===== src/rtl/mem_pkg.sv =====
// rtl/mem_pkg.sv - shared types and default geometry for the mem_sync block
//
// Purpose: holds the mem_sync controller state enum and the default
// word width / address width used when the top is instantiated bare.
// Ports: none (package).
package mem_pkg;

  localparam int DW_DEFAULT = 4;
  localparam int AW_DEFAULT = 6;

  typedef enum logic {
    INIT = 1'b0,
    IDLE = 1'b1
  } state_t;

endpackage


===== src/rtl/mem_sync_array.sv =====
// rtl/mem_sync_array.sv - single-port storage with synchronous write and registered read
//
// Purpose: 2**AW x W word array. One access per cycle; a write updates the
// array at the edge, and a read loads the read register at the edge.
// Ports:
//   clk    rising-edge clock
//   rst_n  asynchronous active-low reset (clears the read register only)
//   en     access enable
//   we     1 = write, 0 = read (when en=1)
//   addr   word address
//   wdata  write word
//   rdata  registered read word; holds its value between reads
module mem_sync_array #(
  parameter int W  = 4,
  parameter int AW = 6
) (
  input  logic          clk,
  input  logic          rst_n,
  input  logic          en,
  input  logic          we,
  input  logic [AW-1:0] addr,
  input  logic [W-1:0]  wdata,
  output logic [W-1:0]  rdata
);

  logic [W-1:0] mem [2**AW];

  // Array contents are not reset; the controller's zero sweep initialises them.
  always_ff @(posedge clk) begin
    if (en && we) begin
      mem[addr] <= wdata;
    end
  end

  always_ff @(posedge clk or negedge rst_n) begin
    if (!rst_n) begin
      rdata <= '0;
    end else if (en && !we) begin
      rdata <= mem[addr];
    end
  end

endmodule


===== src/rtl/mem_sync.sv =====
// rtl/mem_sync.sv - memory controller with zero-sweep init, clear and optional parity
//
// Purpose: after reset (or a clr request) sweeps zeros through every word,
// then serves single-cycle write / one-cycle-latency read requests.
// Optional feature: define MEM_PARITY_EN to store an even-parity bit per word,
// add the pinj (parity inject) input and drive perr on bad reads.
// Ports:
//   clk    rising-edge clock
//   rst_n  asynchronous active-low reset
//   clr    synchronous request to re-initialise the array to zero
//   e      request valid
//   rw     0 = write, 1 = read
//   a      request address
//   di     write data
//   pinj   (MEM_PARITY_EN only) invert stored parity on an accepted write
//   rdy    high while requests can be accepted (IDLE)
//   d      registered read data, holds between reads
//   dv     d is fresh this cycle
//   perr   parity error on the word presented with dv
module mem_sync
  import mem_pkg::*;
#(
  parameter int DW = DW_DEFAULT,
  parameter int AW = AW_DEFAULT
) (
  input  logic          clk,
  input  logic          rst_n,
  input  logic          clr,
  input  logic          e,
  input  logic          rw,
  input  logic [AW-1:0] a,
  input  logic [DW-1:0] di,
`ifdef MEM_PARITY_EN
  input  logic          pinj,
`endif
  output logic          rdy,
  output logic [DW-1:0] d,
  output logic          dv,
  output logic          perr
);

`ifdef MEM_PARITY_EN
  localparam int W = DW + 1;
`else
  localparam int W = DW;
`endif

  state_t        state, state_nxt;
  logic [AW-1:0] cnt, cnt_nxt;
  logic          acc;
  logic          arr_en, arr_we;
  logic [AW-1:0] arr_addr;
  logic [W-1:0]  arr_wdata, arr_rdata;
  logic [W-1:0]  wword;

`ifdef MEM_PARITY_EN
  // Parity bit sits in the MSB; XOR of the whole stored word is 0 when intact.
  assign wword = {(^di) ^ pinj, di};
`else
  assign wword = di;
`endif

  always_ff @(posedge clk or negedge rst_n) begin
    if (!rst_n) begin
      state <= INIT;
      cnt   <= '0;
    end else begin
      state <= state_nxt;
      cnt   <= cnt_nxt;
    end
  end

  always_comb begin
    state_nxt = state;
    cnt_nxt   = cnt;
    rdy       = 1'b0;
    acc       = 1'b0;
    arr_en    = 1'b0;
    arr_we    = 1'b0;
    arr_addr  = a;
    arr_wdata = wword;
    case (state)
      INIT: begin
        // The sweep owns the array port; an all-zero word also has even parity.
        arr_en    = 1'b1;
        arr_we    = 1'b1;
        arr_addr  = cnt;
        arr_wdata = '0;
        if (clr) begin
          cnt_nxt = '0;
        end else begin
          cnt_nxt = cnt + AW'(1);
          if (cnt == '1) begin
            state_nxt = IDLE;
          end
        end
      end
      IDLE: begin
        rdy    = 1'b1;
        acc    = e & ~clr;
        arr_en = acc;
        arr_we = ~rw;
        if (clr) begin
          state_nxt = INIT;
          cnt_nxt   = '0;
        end
      end
      default: begin
        state_nxt = INIT;
        cnt_nxt   = '0;
      end
    endcase
  end

  // dv is registered from the accept, so a clr on the following edge cannot cancel it.
  always_ff @(posedge clk or negedge rst_n) begin
    if (!rst_n) begin
      dv <= 1'b0;
    end else begin
      dv <= acc & rw;
    end
  end

  mem_sync_array #(
    .W (W),
    .AW(AW)
  ) u_array (
    .clk  (clk),
    .rst_n(rst_n),
    .en   (arr_en),
    .we   (arr_we),
    .addr (arr_addr),
    .wdata(arr_wdata),
    .rdata(arr_rdata)
  );

  assign d = arr_rdata[DW-1:0];

`ifdef MEM_PARITY_EN
  assign perr = dv & (^arr_rdata);
`else
  assign perr = 1'b0;
`endif

endmodule


===== config.mk =====
export PLATFORM = sky130hd
export DESIGN_NAME = mem_sync
export DESIGN_NICKNAME = d
export VERILOG_FILES = /design/src/rtl/mem_pkg.sv /design/src/rtl/mem_sync_array.sv /design/src/rtl/mem_sync.sv
export SDC_FILE = /design/constraint.sdc
export NUM_CORES = 1
export LEC_CHECK = 0
export CORE_UTILIZATION = 45
export DETAILED_ROUTE_END_ITERATION = 10
export PLACE_DENSITY = 0.66
export REMOVE_ABC_BUFFERS = 1
export SETUP_SLACK_MARGIN = 0.1
export SYNTH_ARGS = -nofsm -noshare
export SYNTH_HDL_FRONTEND = slang
export SYNTH_HIERARCHICAL = 1
export SYNTH_SLANG_ARGS = --single-unit

===== constraint.sdc =====
create_clock -name clk -period 3.3 [get_ports clk]
set_input_delay 0.33 -clock clk [delete_from_list [all_inputs] [get_ports clk]]
set_output_delay 0.33 -clock clk [all_outputs]
set_load 0.05 [all_outputs]

## After elaboration in Yosys (flattened, before gate mapping)

Memory sizes are Yosys's and may differ from the RTL's. A register that Yosys moved wholly into a read port is not among the register bits.
Cells that the tools add are included.

| word-level totals | value |
|---|---|
| flip-flop bits (word level) | 8 |
| latch bits | 0 |
| bits in writable memories | 256 |
| memory bits (read-only) | 0 |
| input port bits | 15 |
| output and inout bits | 7 |
| word-level logic and storage cells | 31 |
| memories kept | 1 |

| cells by class | value |
|---|---|
| $add $sub $neg | 1 |
| $mul | 0 |
| div/mod/pow operators | 0 |
| magnitude comparators | 0 |
| eq/ne operators | 2 |
| shift-type cells | 0 |
| multiplexer cells | 15 |
| bitwise operators | 5 |
| reduce and logical (&&, ||, !) cells | 4 |

Memory list:

| memory | words | width | read ports | clocked after memory_dff | write ports | RTL line | RTL |
|---|---|---|---|---|---|---|---|
| u_array.mem | 64 | 4 | 1 | 1 | 1 | mem_sync_array.sv:26 | `logic [W-1:0] mem [2**AW];` |

Operators with widths:

| kind | count |
|---|---|
| 2-to-1 mux 6 bit | 3 |
| one-hot mux 6 bit (2 select lines) | 1 |
| 2-to-1 mux 1 bit | 7 |
| adder 6 x 1 -> 6 bit, second input constant | 1 |
| equality test 6 bit, second input constant | 1 |
| one-hot mux 1 bit (2 select lines) | 3 |
| 2-to-1 mux 4 bit | 1 |
| inverter 1 bit | 3 |
| bitwise AND 1 bit | 2 |
| logical AND 1 bit | 2 |
| zero test 1 bit | 2 |
| inequality test 2 bit, second input constant | 1 |

## Depth between registers and ports, before layout

Gate-level depths: netlist (run 1).

| depth | value |
|---|---|
| depth after elaboration | 6 |
| gate-level depth with buffers | 12 |
| depth with buffers taken out | 7 |

## Hierarchy

The synthesis (run 1) kept the hierarchy.

Modules (own cells, without submodules):

| module | instances | cells an instance | area an instance (µm²) | seq. area each (µm²) |
|---|---|---|---|---|
| mem_sync_array | 1 | 627 | 10,392.5 | 7,787.5 |
| mem_sync | 1 | 49 | 506.7 | 200.2 |

## Worst setup path after synthesis (run 1)

Ideal clock, no wire load.

| path | value |
|---|---|
| kind | register to register |
| from | reg state |
| to | reg u_array.rdata[3] (read register of u_array.mem) |
| setup time | 0.126 ns |
| arrival | 2.774 ns |
| slack | 0.400 ns |
| cell stages (with the launch flop) | 9 |
| clock period less this slack | 2.900 ns |
| path through | dfrtp_1 buf_6 mux2_2 buf_6 mux4_2 a22oi_1 o21ai_1 or4_1 o32a_1 |

RTL lines:

| what | RTL line | RTL |
|---|---|---|
| start: declaration | mem_sync.sv:48 | `state_t state, state_nxt;` |
| start signal: assignment | mem_sync.sv:68 | `state <= state_nxt;` |
| 2-to-1 mux 6 bit | mem_sync.sv:82 | `case (state)` |
| net arr_addr[1] | mem_sync.sv:52 | `logic [AW-1:0] arr_addr;` |
| end: declaration | mem_sync_array.sv:23 | `output logic [W-1:0] rdata` |

The timed path passes the listed nets, and every way through them passes these cells.
A chain may end at the register's enable or synchronous reset.

## Worst setup path after layout (run 1)

| path | value |
|---|---|
| from | reg state |
| to | mem u_array.mem[54][3], enable pin |

RTL lines:

| what | RTL line |
|---|---|
| 2-to-1 mux 6 bit | mem_sync.sv:82 |
| net arr_addr[2] | mem_sync.sv:52 |
| end: declaration | mem_sync_array.sv:26 |

The timed path passes the listed nets, and every way through them passes these cells.

==> results of run 1 <==
worst paths after layout:
| check | endpoint | slack (ns) | cells past startpoint |
|---|---|---|---|
| min reg2reg | u_array/rdata[3] | 0.57 | 1 |
| min in group clk | dv | 0.40 | 3 |
| min | dv | 0.21 | 1 |
| max | u_array/mem[54][3] | 0.16 | 6 |
| max reg2reg | u_array/mem[54][3] | 0.16 | 6 |
| max in group asynchronous | cnt[4] | 2.64 | 1 |
layer usage:
| metal | GRT usage, % | vias to the layer above |
|---|---|---|
| li1 | - | 2734 |
| met1 | 30.2 | 3220 |
| met2 | 34.6 | 345 |
| met3 | 7.45 | 57 |
| met4 | 7.21 | 0 |
| met5 | 0 | - |
flip-flops by register name, indices dropped and copies added (netlist names):
| register | count |
|---|---|
| u_array/mem | 256 |
| cnt | 6 |
| u_array/rdata | 4 |
| dv | 1 |
| state | 1 |
worst register-to-register path, cell delays in order (launching register included):
cell and delay [ns]:
dfrtp_1 0.50, buf_4 0.24, mux2_4 0.44, clkinv_1 0.35
nor2_1 0.29, nand2_1 0.44, nor2_1 0.53
cell type report:
class                           count  area, µm²
Sequential cell                   268       7990
Multi-Input combinational cell    362       2710
Timing Repair Buffer               62        541
Tap cell                          319        399
Inverter                            1       3.75
Fill cell                        1916      11200
Clock inverter                     10       43.8
Clock buffer                       36        752
cell usage in the layout (no fill, tap or decap), drive strengths merged, types with 4 or more instances in the layout:
cell type,n
edfxtp,256
nor2,90
mux2i,44
buf,42
clkbuf,36
nand2,27
a22oi,27
mux2,22
clkdlybuf4s50,20
mux4,18
a221oi,13
dfrtp,12
a21oi,12
clkinv,11
o21ai,10
o22ai,9
and2,9
nor2b,8
nand3,8
a31oi,7
a22o,6
o211ai,5
and3,4
power breakdown:
group	internal, mW	total (mW)	switching (mW)	leakage, nW
Combinational	0.212	0.529	0.317	1.12
Clock	1.58	2.77	1.19	0.386
Sequential	3.70	3.72	0.0198	2.69
cells by family after synthesis:
family                     after synthesis  synth area share [%]
xor gates and xnor gates                 4                 0.321
buffers and inverters                   46                  2.02
AOI/OAI and AO/OA                      110                  7.34
DFF                                    268                  73.3
muxes                                   84                  10.0
other                                    1                0.0344
and+or+nand+nor                        162                  6.85
adders and majority gates                1                 0.115
through the flow:
stage	hold slack, ns	worst slack, ns
after floorplan	0.0344	-0.547
after global placement	0.567	0.203
after detailed placement	0.550	0.177
after CTS	0.216	0.202
after global routing	0.239	0.0175
final	0.211	0.156
==> metrics.yaml, run 1 <==
cts:
  cts_setup_buffers: 0
  cts_tree: "yes"
  cts_sinks: 268
  cts_buffers: 28
  worstSkewPairLatency_ns: 0.54
  postCtsHoldBufs: 0
  cts_max_level: 1
  clk_pin_slew_worst_paths_ns: 0.06
  clk_path_buf_depth: 3
  cts_root_buf: "clkbuf_16"
  post_cts_resized: 0
final_layout:
  insertedDiodeCount: 0
  area_delta_synth_final_pct: 14.1
  fin_nets: 739
  layout.cells.non_filler: 1058
  post-route-cell-area_um2: 12400
  layout-drive-gt1-share_pct: 16.8
  final_util_pct: 52.7
synthesis:
  synthDistinctLibCells: 55
  yosysTopAreaCellShare_pct: 70.5
  netlist_top_cells_count: "256 x edfxtp_1, 90 x nor2_1, 44 x mux2i_1"
  yosysSeqAreaShare_pct: 73.3
  ys_ff_latch: 268
  netlist_instances: 676
  async_reset_ff_share_pct: 4.48
  synth_edf_count: 256
  synth_top_area_cell: "edfxtp_1"
  yosys_warnings: 6
  ys.flop_type: "edfxtp_1"
  yosysMostFrequentCell: "edfxtp_1"
  syn-cell-area_um2: 10900
  synth_area_leaders: "edfxtp_1 71%, mux2i_1 4.0%, mux4_2 3.7%, nor2_1 3.1%, dfrtp_1 2.8%"
  syn_avg_cell_area_um2: 16.1
status:
  status: "complete, no violations"
floorplanning:
  core_um2: 23600
  die_h_um: 158
  start_util_pct: 46.2
  fp-row-count: 56
  dieArea_um2: 24800
  num_io_pins: 22
  die_x_um: 158
critical_path:
  critical_path_class: "flop to flop"
  cpLargestDelayFamily: "simple AND/OR/NAND/NOR gates"
  cp_data_arrival_time_ns: 3.33
  path_common_cell: "nor2_1"
  cpPeakStageDelay_ns: 0.52
  end_kind: "flop"
  worstPathCellList: "buf_4, mux2_4, clkinv_1, nor2_1, nand2_1, nor2_1"
  rr_startpoint: "state"
  path_buf_inv: 2
  cp_data_required_time_ns: 3.49
  worstSetupStartpoint: "state"
  crit_path_top_delay_cell: "nor2_1"
  crit_fanout: 24
  critical_path.startpoint_type: "flop"
timing:
  hold_violations: 0
  rsz0062_at_grt: "true"
  fin_crit_sh_pct: 95.3
  clock_skew_ns: 0.0166
  finalCriticalPeriod_ns: 3.14
  fmax_mhz: 318
  relSlewSlack_pct: 43.9
  tightest_slew_ns: 0.840
  setup_tns_ns: 0
  setup_viol: 0
  slew_viol_final: 0
detailed_routing:
  top_layer: "met4"
  final_antenna_net_count: 0
  wl_met3_um: 3050
  wl_met2_um: 12500
  post_drt_wl_per_cell_um: 25.6
  drtIter0Drc: 728
  viasPerCell: 6.01
  wl_um: 27100
  firstDrtPassIters: 5
  drcViolationCount: 0
  vias: 6356
  drt-met1-wl_um: 10800
power:
  worst_ir_drop_vdd_mv: 0.379
  power_per_cell_area_nw_per_um2: 565
  power_mw: 7.02
  p_leak_nw: 4.20
global_routing:
  overflow: 0
  grt_pass1_vias: 6494
  track_usage_pct: 22.5
  grt_pass1_wl_um: 40200
  antenna_found_initial: 0
  grt_max_degree: 44
placed_design:
  placed_area_um2: 11600
  port_buffers: 20
  dp.cells: 1012
  dp_hpwl_um: 17800
  gp_congestion: 0.945
min_path:
  hold_path_class: "input pin to async pin"
run:
  maxCapViolations: 0
No activity file was read; power rests on OpenSTA's default activity.
==> inputs of run 2 (changes only) <==
--- a/config.mk
+++ b/config.mk
@@ -6,6 +6,7 @@
 export NUM_CORES = 1
 export LEC_CHECK = 0
 export CORE_UTILIZATION = 45
+export CTS_CLUSTER_SIZE = 20
 export DETAILED_ROUTE_END_ITERATION = 10
 export PLACE_DENSITY = 0.66
 export REMOVE_ABC_BUFFERS = 1
==> results of run 2 <==
The final DEF is identical to that of run 1; final timing and power are the same.
